### src/rtl/uart_cmd_rx_if.sv
// Byte-level output bundle of the command UART receiver.
// The master is the receiver; the slave is the downstream command decoder.
interface uart_cmd_rx_if;
  logic [7:0] rx_data;
  logic       rx_valid;
  logic       frame_err;
  logic       busy;

  modport master (output rx_data, output rx_valid, output frame_err, output busy);
  modport slave  (input  rx_data, input  rx_valid, input  frame_err, input  busy);
endinterface

### src/rtl/uart_cmd_rx.sv
// 8N1 UART receiver: start-glitch rejection, mid-bit sampling, stop-bit check.
// rx_valid arrives 9.5 bit periods + 3 clk after the raw start edge; there is no backpressure.
module uart_cmd_rx #(
  parameter int CLKS_PER_BIT = 10417,
  parameter int CNT_W        = 14
) (
  input  logic          clk,
  input  logic          rst,
  input  logic          rx,
  uart_cmd_rx_if.master cmd
);

  typedef enum logic [2:0] {IDLE, START, DATA, STOP, BRK} state_t;

  localparam logic [CNT_W-1:0] HALF_LAST = CNT_W'(CLKS_PER_BIT / 2 - 1);
  localparam logic [CNT_W-1:0] BIT_LAST  = CNT_W'(CLKS_PER_BIT - 1);

  state_t           state, state_n;
  logic [CNT_W-1:0] cnt, cnt_n;
  logic [2:0]       bit_idx, bit_idx_n;
  logic [7:0]       sh, sh_n;
  logic             rx_meta, rxs;
  logic [7:0]       rx_data_q;
  logic             rx_valid_q, frame_err_q;
  logic             valid_set, err_set;

  always_comb begin
    state_n   = state;
    cnt_n     = cnt;
    bit_idx_n = bit_idx;
    sh_n      = sh;
    valid_set = 1'b0;
    err_set   = 1'b0;
    case (state)
      IDLE: begin
        cnt_n = '0;
        if (!rxs) state_n = START;
      end
      START: begin
        // A start bit still low at half period is real; otherwise it was noise.
        if (cnt == HALF_LAST) begin
          cnt_n     = '0;
          bit_idx_n = 3'd0;
          state_n   = rxs ? IDLE : DATA;
        end else begin
          cnt_n = cnt + 1'b1;
        end
      end
      DATA: begin
        if (cnt == BIT_LAST) begin
          cnt_n         = '0;
          sh_n[bit_idx] = rxs;
          if (bit_idx == 3'd7) state_n = STOP;
          else                 bit_idx_n = bit_idx + 3'd1;
        end else begin
          cnt_n = cnt + 1'b1;
        end
      end
      STOP: begin
        if (cnt == BIT_LAST) begin
          cnt_n = '0;
          if (rxs) begin
            valid_set = 1'b1;
            state_n   = IDLE;
          end else begin
            err_set = 1'b1;
            state_n = BRK;
          end
        end else begin
          cnt_n = cnt + 1'b1;
        end
      end
      BRK: begin
        // Held-low line: stay here so a break yields a single frame_err.
        cnt_n = '0;
        if (rxs) state_n = IDLE;
      end
      default: begin
        cnt_n   = '0;
        state_n = IDLE;
      end
    endcase
  end

  always_ff @(posedge clk) begin
    if (rst) begin
      state       <= IDLE;
      cnt         <= '0;
      bit_idx     <= 3'd0;
      sh          <= 8'h00;
      rx_meta     <= 1'b1;
      rxs         <= 1'b1;
      rx_data_q   <= 8'hFE;
      rx_valid_q  <= 1'b0;
      frame_err_q <= 1'b0;
    end else begin
      rx_meta     <= rx;
      rxs         <= rx_meta;
      state       <= state_n;
      cnt         <= cnt_n;
      bit_idx     <= bit_idx_n;
      sh          <= sh_n;
      rx_valid_q  <= valid_set;
      frame_err_q <= err_set;
      if (valid_set) rx_data_q <= sh;
    end
  end

  assign cmd.rx_data   = rx_data_q;
  assign cmd.rx_valid  = rx_valid_q;
  assign cmd.frame_err = frame_err_q;
  assign cmd.busy      = (state != IDLE);

endmodule

### src/flat_wrapper.sv
// flat-port wrapper written by rule: the top's interface ports become plain ports
module uart_cmd_rx_flat 
#(
  parameter int CLKS_PER_BIT = 10417,
  parameter int CNT_W        = 14
)
  (clk, rst, rx, cmd_rx_data, cmd_rx_valid, cmd_frame_err, cmd_busy);
  uart_cmd_rx_if cmd_i ();
  input  logic clk;
  input  logic rst;
  input  logic rx;
  output wire logic [$bits(cmd_i.rx_data)-1:0] cmd_rx_data;
  output wire logic [$bits(cmd_i.rx_valid)-1:0] cmd_rx_valid;
  output wire logic [$bits(cmd_i.frame_err)-1:0] cmd_frame_err;
  output wire logic [$bits(cmd_i.busy)-1:0] cmd_busy;
  assign cmd_rx_data = cmd_i.rx_data;
  assign cmd_rx_valid = cmd_i.rx_valid;
  assign cmd_frame_err = cmd_i.frame_err;
  assign cmd_busy = cmd_i.busy;
  uart_cmd_rx #(.CLKS_PER_BIT(CLKS_PER_BIT), .CNT_W(CNT_W)) u_core (.clk(clk), .rst(rst), .rx(rx), .cmd(cmd_i));
endmodule
### config.mk
export PLATFORM = sky130hd
export DESIGN_NAME = uart_cmd_rx_flat
export DESIGN_NICKNAME = d
export VERILOG_FILES = /design/src/rtl/uart_cmd_rx_if.sv /design/src/rtl/uart_cmd_rx.sv /design/src/flat_wrapper.sv
export SDC_FILE = /design/constraint.sdc
export NUM_CORES = 1
export LEC_CHECK = 0
export ABC_AREA = 1
export BUFFER_PORTS_ARGS = -buffer_cell sky130_fd_sc_hd__buf_2
export CAP_MARGIN = 20
export CORE_MARGIN = 8
export CORE_UTILIZATION = 55
export CTS_CLUSTER_SIZE = 8
export DETAILED_ROUTE_END_ITERATION = 7
export PLACE_DENSITY_LB_ADDON = 0.25
export REMOVE_ABC_BUFFERS = 1
export SLEW_MARGIN = 20
export SYNTH_ARGS = -nofsm -noshare
export SYNTH_HDL_FRONTEND = slang
export SYNTH_SLANG_ARGS = --single-unit
### constraint.sdc
create_clock -name clk -period 2.3 [get_ports clk]
set_clock_uncertainty 0.2 [all_clocks]
set_input_delay 0.46 -clock clk [delete_from_list [all_inputs] [get_ports clk]]
set_output_delay 0.46 -clock clk [all_outputs]
set_load 0.02 [all_outputs]
==> implementation parameters, run 1 <==
Parameter                              Value

CTS
  TritonCTS clock tree ... yes
  Number of levels in the clock H-tree ... 2
  CTS clk-pin slew, worst paths ... 0.08 ns
  Clock Sink Count ... 40
  Post-CTS setup repair buffer count ... 0
  Gates resized, CTS repair ... 0
  Number of buffers on the longest clock path ... 2
  Clock Tree Root ... sky130_fd_sc_hd__clkbuf_8
  Latest clock arrival within the worst-skew pair ... 0.29 ns
  CTS Hold Buffers Added ... 0
  CTS buffer count ... 5

STA
  Number of slew-limit violations in the final report ... 0
  Setup slack after layout ... 0.375 ns
  Maximum achievable frequency ... 0.519 GHz
  Number of setup violations in the final report ... 0
  Max-slew headroom at the worst pin ... 66.1%
  Min Clock Period, post-route ... 1.93 ns
  Final hold violations ... 0
  Pin slew with the least headroom to its limit ... 0.508 ns
  Sum of negative setup slack ... 0 ns
  RSZ-0062 raised after global routing ... false
  Final cycle utilization of the critical path ... 83.7%

Power
  Pwr/cell area ... 850 nW/um^2
  Leakage dissipation ... 0.910 nW
  Peak supply drop ... 0.000529 V

Die
  Die Y ... 77.0 um
  Area of the core region ... 3610 sq um
  Chip Width ... 77.0 um
  Total I/O pin count ... 14
  FP Rows ... 22
  Starting Density ... 56.7%
  Die outline area ... 5920 sq um

Min path
  Class of the worst hold path ... in -> reg

Critical path
  Required time at the worst-slack endpoint ... 2.28 ns
  Category of the worst setup path capture point ... flip-flop
  Type of origin of the critical path ... flip-flop
  Ordered list of cells on the worst path ... inv_1 > ha_1 > nand4_1 > nor2_2 > and2_1 > nand3_1 > o21ai_0 > nor2_1
  CP delay by family, top ... simple AND/OR/NAND/NOR gates
  Crit-path max FO ... 15
  CP arrival ... 1.91 ns
  Kind of critical path ... reg -> reg
  Max stage delay on crit path ... 0.42 ns
  Sum of buffers and inverters on the critical path ... 1
  Slowest cell on crit path ... sky130_fd_sc_hd__and2_1

Drt
  Routed WL ... 4070 um
  DRT iter0 DRCs ... 138
  Residual DRC ... 0
  Total number of vias ... 1833
  Final antenna-violating net count ... 0
  Post-detailed-route wirelength per cell ... 11.5 um
  Drt pass-1 iters ... 4
  Vias per inst ... 5.21

GRT
  Global route total overflow ... 0
  First-pass GRT wire length ... 7270 um
  Maximum number of pins on one net before global-route repair ... 18
  Number of global-route vias before repair ... 1643
  Global-route usage over all layers ... 14.5%
  Initial antenna violation count ... 0

Logic synthesis
  Synth top area share ... 39.2%
  Register area share after synthesis ... 39.2%
  Count of distinct cell types in the synthesized netlist ... 31
  Gate Count Post-Synth ... 291
  Mean instance size in the synthesized netlist ... 7.03 sq um
  Post-synthesis cell type with the largest combined area ... sky130_fd_sc_hd__dfxtp_1
  Number of register bits inferred by synthesis ... 40
  Number of synthesis warnings ... 0
  Dominant cells by area after synthesis ... sky130_fd_sc_hd__dfxtp_1 39%, sky130_fd_sc_hd__nand2_1 10%, sky130_fd_sc_hd__nor2_1 9.0%
  Area of the mapped netlist ... 2040 sq um

Layout
  # fillers ... 324
  Synth-to-layout area growth ... 9.18%
  Share of cells above drive strength 1 ... 13.2%
  Count of inserted antenna diode cells ... 0
  Nets@finish ... 310

Place
  Port bufs ... 13
  Total half-perimeter wirelength after legalization and detailed placement ... 2960 um
  Pre-CTS worst setup slack ... 0.399 ns
  Global placer's final weighted congestion ... 0.883

Job
  Max-capacitance violation count ... 0

Outcome
  Status ... finished, final reports clean
## path summary, 6_finish.rpt
check                  from              to  slack (ns)  depth (start not counted)
max reg2reg   u_core.cnt[0]    u_core.sh[0]        0.37                          8
max           u_core.cnt[0]    u_core.sh[0]        0.37                          8
min                      rx  u_core.rx_meta        0.17                          2
min reg2reg  u_core.rx_meta      u_core.rxs        0.21                          1
## per-layer routing
metal  GRT usage [%]  vias up  routed length [um]
li1                -      971                   -
met1            18.9      821                2100
met2            22.0       35                1740
met3            3.96        6                 184
met4            5.85        0                  41
met5               0        -                   0
## report_power, final
part	leakage, nW	switching [mW]	internal (mW)
Sequential	0.324	0.0568	0.736
Clock	0.0645	0.239	0.383
Combinational	0.522	0.333	0.150
Total	0.910	0.629	1.27
## final cells by class
class,instances,area [sq um],area share (%)
Tap cell,48,60.1,2.69
Timing Repair Buffer,14,72.6,3.25
Clock buffer,7,96.3,4.32
Clock inverter,1,30.0,1.35
Inverter,35,131,5.89
Sequential cell,40,801,35.9
Multi-Input combinational cell,207,1040,46.6
## flip-flops by register name, indices dropped and copies added, names as in the netlist
| register | count |
|---|---|
| u_core.cmd.rx_valid | 1 |
| u_core.rx_meta | 1 |
| u_core.sh | 8 |
| u_core.bit_idx | 3 |
| u_core.cmd.frame_err | 1 |
| u_core.cnt | 14 |
| u_core.state | 3 |
| u_core.cmd.rx_data | 8 |
| u_core.rxs | 1 |
## worst reg2reg max path, delay by kind of cell, from the launching register on
| kind | cells | cell delay (ns) |
|---|---|---|
| compound gates | 1 | 0.17 |
| fa+ha+maj | 1 | 0.20 |
| buf+inv | 1 | 0.10 |
| flops | 1 | 0.33 |
| simple gates | 5 | 0.82 |
## synthesized netlist by cell type
| cell type | number |
|---|---|
| sky130_fd_sc_hd__a21oi_1 | 9 |
| sky130_fd_sc_hd__nor2_4 | 2 |
| sky130_fd_sc_hd__clkbuf_1 | 3 |
| sky130_fd_sc_hd__a31oi_1 | 4 |
| sky130_fd_sc_hd__or2_2 | 2 |
| sky130_fd_sc_hd__buf_6 | 2 |
| sky130_fd_sc_hd__nand3_1 | 24 |
| sky130_fd_sc_hd__nor3b_1 | 2 |
| sky130_fd_sc_hd__nand4_1 | 18 |
| sky130_fd_sc_hd__dfxtp_1 | 40 |
| sky130_fd_sc_hd__clkinv_1 | 1 |
| sky130_fd_sc_hd__nand2_1 | 57 |
| sky130_fd_sc_hd__a21boi_1 | 1 |
| sky130_fd_sc_hd__nor3_4 | 1 |
| sky130_fd_sc_hd__buf_4 | 1 |
| sky130_fd_sc_hd__nor2_2 | 4 |
| sky130_fd_sc_hd__o21ai_1 | 1 |
| sky130_fd_sc_hd__nor3_1 | 11 |
| sky130_fd_sc_hd__inv_2 | 2 |
| sky130_fd_sc_hd__nor3_2 | 2 |
| sky130_fd_sc_hd__buf_12 | 1 |
| sky130_fd_sc_hd__o21a_1 | 1 |
| sky130_fd_sc_hd__nor2_1 | 49 |
| sky130_fd_sc_hd__ha_1 | 4 |
| sky130_fd_sc_hd__xor2_1 | 4 |
| sky130_fd_sc_hd__and2_1 | 1 |
| sky130_fd_sc_hd__nand4_2 | 1 |
| sky130_fd_sc_hd__nand2_2 | 4 |
| sky130_fd_sc_hd__buf_2 | 2 |
| sky130_fd_sc_hd__inv_1 | 32 |
| sky130_fd_sc_hd__o21ai_0 | 5 |
## cell families (layout without fill, tap and decap cells)
family	Yosys count	count (layout)	share of synthesized area, %
simple gates	178	178	41.1
buf+inv	44	57	9.91
flops	40	40	39.2
compound gates	21	21	5.63
fa+ha+maj	4	4	2.45
xor+xnor	4	4	1.71
## layout by cell type, fill, tap and decap left out, drive strengths merged
cell    synthesis  layout
nor3           14      14
a31oi           4       4
and2            1       1
a21oi           9       9
buf             6      14
dfxtp          40      40
xor2            4       4
clkbuf          3       7
or2             2       2
nand4          19      19
nor2           55      55
inv            34      34
o21ai           6       6
ha              4       4
bufinv          0       1
nand2          61      61
nand3          24      24
clkinv          1       1
o21a            1       1
nor3b           2       2
a21boi          1       1
## stage by stage
stage | cells | power, mW | hold WS, ns | utilization (%) | instance area (sq um)
2_1_floorplan | 282 | 1.18 | 0.189 | - | 1970
3_3_place_gp | 344 | 1.29 | 0.197 | 58.4 | 2110
3_5_place_dp | 344 | 1.29 | 0.201 | 58.4 | 2110
4_1_cts | 352 | 1.91 | 0.169 | 61.9 | 2230
5_1_grt | 352 | 2.02 | 0.167 | 61.9 | 2230
6_report | 352 | 1.90 | 0.172 | 61.9 | 2230
(Power assumes the default switching activity.)
==> run 2: changes to the inputs <==
==> constraint.sdc (replaced) <==
create_clock -name clk -period 1.94 [get_ports clk]
set_clock_uncertainty 0.2 [all_clocks]
set_input_delay 0.388 -clock clk [delete_from_list [all_inputs] [get_ports clk]]
set_output_delay 0.388 -clock clk [all_outputs]
set_load 0.02 [all_outputs]
==> run 2 against run 1 <==
  * Sequential power rose by 19%
  * Non-clock buffer count rose by 4
  * Fmax up 8.1%
  * Final area up 0.28%
  * Setup slack worse by 0.22 ns
  * Hold slack worse by 0.082 ns
  * Critical endpoint is now u_core.cnt[10]
==> implementation parameters, run 2 (synthesis gave the netlist of run 1 again) <==
Parameter                              Value

STA
  Pin slew with the least headroom to its limit ... 0.526 ns (was 0.508 ns)
  Worst hold slack after final layout ... 0.0905 ns (was 0.172 ns)
  Final cycle utilization of the critical path ... 91.8% (was 83.7%)
  Max-slew headroom at the worst pin ... 64.9% (was 66.1%)
  Number of setup violations in the final report ... 0 (unchanged)
  Final hold violations ... 0 (unchanged)
  RSZ-0062 raised after global routing ... true (was false)
  Min Clock Period, post-route ... 1.78 ns (was 1.93 ns)
  Maximum achievable frequency ... 0.562 GHz (was 0.519 GHz)
  Number of slew-limit violations in the final report ... 0 (unchanged)

CTS
  TritonCTS clock tree ... yes (unchanged)
  CTS clk-pin slew, worst paths ... 0.08 ns (about the same)
  CTS buffer count ... 5 (unchanged)
  Clock Tree Root ... sky130_fd_sc_hd__clkbuf_8 (unchanged)
  Number of levels in the clock H-tree ... 2 (unchanged)
  Clock Sink Count ... 40 (unchanged)
  Number of buffers on the longest clock path ... 2 (unchanged)
  Latest clock arrival within the worst-skew pair ... 0.30 ns (was 0.29 ns)

Layout
  Most flops, register ... u_core.cnt (unchanged)
  Share of cells above drive strength 1 ... 14.6% (was 13.2%)
  Highest-count cells in the layout ignoring fill and taps ... 57 x sky130_fd_sc_hd__nand2_1, 48 x sky130_fd_sc_hd__nor2_1, 40 x sky130_fd_sc_hd__dfxtp_1 (was 57 x sky130_fd_sc_hd__nand2_1, 49 x sky130_fd_sc_hd__nor2_1, 40 x sky130_fd_sc_hd__dfxtp_1)
  Most common library cell in the layout ignoring fill and taps ... sky130_fd_sc_hd__nand2_1 (unchanged)
  Nets@finish ... 314 (was 310)
  Count of inserted antenna diode cells ... 0 (unchanged)
  Max reg flops ... 14 (unchanged)
  Synth-to-layout area growth ... 9.49% (was 9.18%)

GRT
  Met3 GRT Util ... 5.01% (was 3.96%)
  Global route total overflow ... 0 (unchanged)
  Initial antenna violation count ... 0 (unchanged)
  Peak-usage layer in the global routing report ... met2 (unchanged)
  Met2 Resource Use GR ... 22.7% (was 22.0%)
  Met1 usage ... 18.7% (was 18.9%)
  Maximum number of pins on one net before global-route repair ... 18 (unchanged)
  Global-route usage over all layers ... 15.1% (was 14.5%)
  First-pass GRT wire length ... 7470 um (was 7270 um)
  Number of global-route vias before repair ... 1715 (was 1643)

Outcome
  Status ... finished, final reports clean (unchanged)

Die
  Chip Width ... 77.0 um (unchanged)
  Die outline area ... 5920 sq um (unchanged)
  Die Y ... 77.0 um (unchanged)
  Starting Density ... 56.7% (unchanged)
  Area of the core region ... 3610 sq um (unchanged)
  FP Rows ... 22 (unchanged)
  Total I/O pin count ... 14 (unchanged)

Place
  Total half-perimeter wirelength after legalization and detailed placement ... 3130 um (was 2960 um)
  Port bufs ... 13 (unchanged)
  Global placer's final weighted congestion ... 0.873 (was 0.883)

Drt
  Post-detailed-route wirelength per cell ... 12.0 um (was 11.5 um)
  Total number of vias ... 1858 (was 1833)
  Final antenna-violating net count ... 0 (unchanged)
  Drt pass-1 iters ... 4 (unchanged)
  Residual DRC ... 0 (unchanged)
  DRT iter0 DRCs ... 172 (was 138)
  Routed WL ... 4280 um (was 4070 um)
  Vias per inst ... 5.22 (was 5.21)

Critical path
  Required time at the worst-slack endpoint ... 1.98 ns (was 2.28 ns)
  Type of origin of the critical path ... flip-flop (unchanged)
  Category of the worst setup path capture point ... flip-flop (unchanged)
  Crit-path max FO ... 3 (was 15)
  Kind of critical path ... reg -> reg (unchanged)
  CP arrival ... 1.82 ns (was 1.91 ns)

Job
  Max-capacitance violation count ... 0 (unchanged)

Min path
  Class of the worst hold path ... in -> reg (unchanged)

Power
  Peak supply drop ... 0.000735 V (was 0.000529 V)
  Leakage dissipation ... 0.923 nW (was 0.910 nW)
  Final total power ... 2.14 mW (was 1.90 mW)
  Pwr/cell area ... 954 nW/um^2 (was 850 nW/um^2)
-- run 2: cell count changes in the layout (fill, tap and decap cells not counted) --
cell,change
sky130_fd_sc_hd__bufinv_16,-1
sky130_fd_sc_hd__clkbuf_8,-1
sky130_fd_sc_hd__nor2_2,+1
sky130_fd_sc_hd__nor2_1,-1
sky130_fd_sc_hd__nand2_2,-1
sky130_fd_sc_hd__clkinvlp_4,+1
sky130_fd_sc_hd__nand2_4,+1
sky130_fd_sc_hd__clkbuf_1,+1
sky130_fd_sc_hd__buf_4,+4
sky130_fd_sc_hd__and2_1,-1
sky130_fd_sc_hd__and2_2,+1
-- run 2: area by class of cell --
cell class | count | area (sq um)
Timing Repair Buffer | 18 | 103
Tap cell | 48 | 60.1
Clock inverter | 1 | 7.51
Multi-Input combinational cell | 207 | 1050
Fill cell | 335 | 1370
Clock buffer | 7 | 86.3
Inverter | 35 | 131
Sequential cell | 40 | 801
-- run 2: worst max-delay path, stage by stage, from the launching register on --
cell	delay, ns
sky130_fd_sc_hd__dfxtp_1	0.36
sky130_fd_sc_hd__ha_1	0.21
sky130_fd_sc_hd__nand2_1	0.12
sky130_fd_sc_hd__nor2_4	0.12
sky130_fd_sc_hd__nand4_1	0.17
sky130_fd_sc_hd__nor2_2	0.19
sky130_fd_sc_hd__inv_1	0.09
sky130_fd_sc_hd__o21ai_1	0.11
sky130_fd_sc_hd__o21ai_0	0.08
sky130_fd_sc_hd__nor2_1	0.08
-- run 2: per-layer routing --
metal	routed length (um)	vias to the layer above	share of wire (%)
li1	-	976	-
met1	2080	820	49
met2	1790	48	42
met3	294	14	6.9
met4	116	0	2.7
met5	0	-	0
-- run 2: power by group --
part	internal [mW]	switching [mW]
clock network	0.289	0.289
logic	0.193	0.425
registers	0.872	0.0673
-- run 2: final timing paths --
kind | start | end | slack, ns | depth (start not counted)
max | u_core.cnt[0] | u_core.cnt[10] | 0.16 | 9
min | rx | u_core.rx_meta | 0.09 | 2
min reg2reg | u_core.cnt[0] | u_core.cnt[0] | 0.25 | 1
max reg2reg | u_core.cnt[0] | u_core.cnt[10] | 0.16 | 9
-- run 2: what timing repair did --
action | 4_1_cts | 5_1_grt
setup buffers | 0 | 0
gates resized for setup | 0 | 3
hold endpoints to repair | 0 | 0
hold buffers | 0 | 0
endpoints found under the setup margin | 0 | 18
-- run 2: metrics by stage --
stage / instances / TNS [ns] / util (%) / cell area (sq um) / worst slack [ns]
2_1_floorplan: 282 / 0 / - / 1970 / 0.259
3_5_place_dp: 348 / 0 / 59.2 / 2140 / 0.0945
5_1_grt: 356 / -0.0198 / 62.1 / 2240 / -0.0127
6_report: 356 / 0 / 62.1 / 2240 / 0.160
3_3_place_gp: 348 / 0 / 59.2 / 2140 / 0.133
4_1_cts: 356 / 0 / 61.8 / 2230 / 0.0746
==> run 3: changes to the inputs <==
--- a/config.mk
+++ b/config.mk
@@ -12,6 +12,7 @@
 export CORE_UTILIZATION = 55
 export CTS_CLUSTER_SIZE = 8
 export DETAILED_ROUTE_END_ITERATION = 7
+export MAX_ROUTING_LAYER = met4
 export PLACE_DENSITY_LB_ADDON = 0.25
 export REMOVE_ABC_BUFFERS = 1
 export SLEW_MARGIN = 20
==> run 3 against run 2 <==
  * Non-clock buffer count stayed put
  * Cell count is the same
  * Hold slack improved by 0.0010 ns
  * First-iteration DRC count up 2.3%
  * Critical path depth is the same
  * Total power is essentially flat
  * Critical path type unchanged
  * Count of clock-buffer cells in the layout is the same
==> implementation parameters, run 3 (synthesis gave the netlist of run 1 again) <==
Parameter                              Value

Die
  Total I/O pin count ... 14 (unchanged)
  Area of the core region ... 3610 sq um (unchanged)
  Die Y ... 77.0 um (unchanged)
  Starting Density ... 56.7% (unchanged)
  Chip Width ... 77.0 um (unchanged)
  Die outline area ... 5920 sq um (unchanged)
  FP Rows ... 22 (unchanged)

Min path
  Class of the worst hold path ... in -> reg (unchanged)

Layout
  Synth-to-layout area growth ... 9.49% (unchanged)
  Count of inserted antenna diode cells ... 0 (unchanged)
  Most flops, register ... u_core.cnt (unchanged)
  Highest-count cells in the layout ignoring fill and taps ... 57 x sky130_fd_sc_hd__nand2_1, 48 x sky130_fd_sc_hd__nor2_1, 40 x sky130_fd_sc_hd__dfxtp_1 (unchanged)
  Layout Utilization ... 62.1% (unchanged)
  Nets@finish ... 314 (unchanged)
  Share of cells above drive strength 1 ... 14.6% (unchanged)
  Max reg flops ... 14 (unchanged)
  Most common library cell in the layout ignoring fill and taps ... sky130_fd_sc_hd__nand2_1 (unchanged)
  Number of standard cells in the layout, taps in and fillers out ... 356 (unchanged)
  # fillers ... 335 (unchanged)

GRT
  Maximum number of pins on one net before global-route repair ... 18 (unchanged)
  First-pass GRT wire length ... 7470 um (unchanged)
  Global-route usage over all layers ... 15.5% (was 15.1%)
  Global route total overflow ... 0 (unchanged)
  Initial antenna violation count ... 0 (unchanged)
  Number of global-route vias before repair ... 1715 (unchanged)

Critical path
  CP arrival ... 1.83 ns (was 1.82 ns)
  Category of the worst setup path capture point ... flip-flop (unchanged)
  Required time at the worst-slack endpoint ... 1.98 ns (about the same)
  Crit-path max FO ... 3 (unchanged)
  Kind of critical path ... reg -> reg (unchanged)
  Worst setup slack for register-to-register paths ... 0.16 ns (about the same)
  Type of origin of the critical path ... flip-flop (unchanged)

Drt
  Drt pass-1 iters ... 4 (unchanged)
  Total number of vias ... 1859 (was 1858)
  Residual DRC ... 0 (unchanged)
  Post-detailed-route wirelength per cell ... 12.0 um (about the same)
  Routed WL ... 4290 um (was 4280 um)
  DRT iter0 DRCs ... 176 (was 172)
  Final antenna-violating net count ... 0 (unchanged)
  Vias per inst ... 5.22 (about the same)

Place
  Port bufs ... 13 (unchanged)
  Pre-CTS worst setup slack ... 0.0945 ns (unchanged)
  Total half-perimeter wirelength after legalization and detailed placement ... 3130 um (unchanged)
  Cell count after placement ... 348 (unchanged)
  Global placer's final weighted congestion ... 0.887 (was 0.873)

STA
  Max-slew headroom at the worst pin ... 64.9% (about the same)
  Final cycle utilization of the critical path ... 92.0% (was 91.8%)
  Min Clock Period, post-route ... 1.78 ns (about the same)
  Setup slack after layout ... 0.156 ns (was 0.160 ns)
  Number of slew-limit violations in the final report ... 0 (unchanged)
  RSZ-0062 raised after global routing ... true (unchanged)
  Worst hold slack after final layout ... 0.0915 ns (was 0.0905 ns)
  Maximum achievable frequency ... 0.561 GHz (was 0.562 GHz)
  Pin slew with the least headroom to its limit ... 0.527 ns (was 0.526 ns)
  Number of setup violations in the final report ... 0 (unchanged)
  Final hold violations ... 0 (unchanged)

Power
  Leakage dissipation ... 0.923 nW (unchanged)
  Pwr/cell area ... 954 nW/um^2 (about the same)
  Peak supply drop ... 0.000735 V (about the same)

CTS
  Clock Sink Count ... 40 (unchanged)
  Number of buffers on the longest clock path ... 2 (unchanged)
  CTS clk-pin slew, worst paths ... 0.08 ns (about the same)
  Post-CTS setup repair buffer count ... 0 (unchanged)
  TritonCTS clock tree ... yes (unchanged)
  Latest clock arrival within the worst-skew pair ... 0.30 ns (about the same)
  Number of levels in the clock H-tree ... 2 (unchanged)
  CTS buffer count ... 5 (unchanged)
  Clock Tree Root ... sky130_fd_sc_hd__clkbuf_8 (unchanged)

Outcome
  Status ... finished, final reports clean (unchanged)

Job
  Max-capacitance violation count ... 0 (unchanged)
## run 3: critical path, cell delays in order, from the launching register on
cell,delay (ns)
sky130_fd_sc_hd__dfxtp_1,0.36
sky130_fd_sc_hd__ha_1,0.22
sky130_fd_sc_hd__nand2_1,0.12
sky130_fd_sc_hd__nor2_4,0.12
sky130_fd_sc_hd__nand4_1,0.17
sky130_fd_sc_hd__nor2_2,0.19
sky130_fd_sc_hd__inv_1,0.09
sky130_fd_sc_hd__o21ai_1,0.11
sky130_fd_sc_hd__o21ai_0,0.09
sky130_fd_sc_hd__nor2_1,0.08
## run 3: where the power goes
| group | internal (mW) | switching, mW |
|---|---|---|
| logic | 0.193 | 0.424 |
| registers | 0.872 | 0.0677 |
| clock network | 0.289 | 0.288 |
## run 3: what timing repair did
item	in CTS	in global routing
hold buffers	0	0
setup endpoints to repair	0	18
gates resized for setup	0	3
## run 3: per-stage QoR
step	instance area [sq um]	setup TNS, ns	total power [mW]
3_3_place_gp	2140	0	1.54
5_1_grt	2240	-0.0198	2.28
4_1_cts	2230	0	2.13
2_1_floorplan	1970	0	1.40
3_5_place_dp	2140	0	1.55
6_report	2240	0	2.13
## run 3: path summary, 6_finish.rpt
kind                  from        endpoint  depth (start not counted)
max          u_core.cnt[0]  u_core.cnt[10]                          9
min                     rx  u_core.rx_meta                          2
max reg2reg  u_core.cnt[0]  u_core.cnt[10]                          9
min reg2reg  u_core.cnt[0]   u_core.cnt[0]                          1
## run 3: layout make-up
type | instances | area [sq um] | share of cell area (%)
sequential | 40 | 801 | 35.8
tap | 48 | 60.1 | 2.68
timing repair buffer | 18 | 103 | 4.58
inverter | 35 | 131 | 5.87
multi-input combinational | 207 | 1050 | 46.9
clock inverter | 1 | 7.51 | 0.335
clock buffer | 7 | 86.3 | 3.86
## run 3: layer usage
metal	vias up	routed length [um]	track usage, %	part of all wire (%)
met5	-	0	-	0
met4	0	118	7.55	2.8
met3	14	273	5.01	6.4
met2	40	1790	22.7	42
met1	831	2100	18.7	49
li1	974	-	-	-
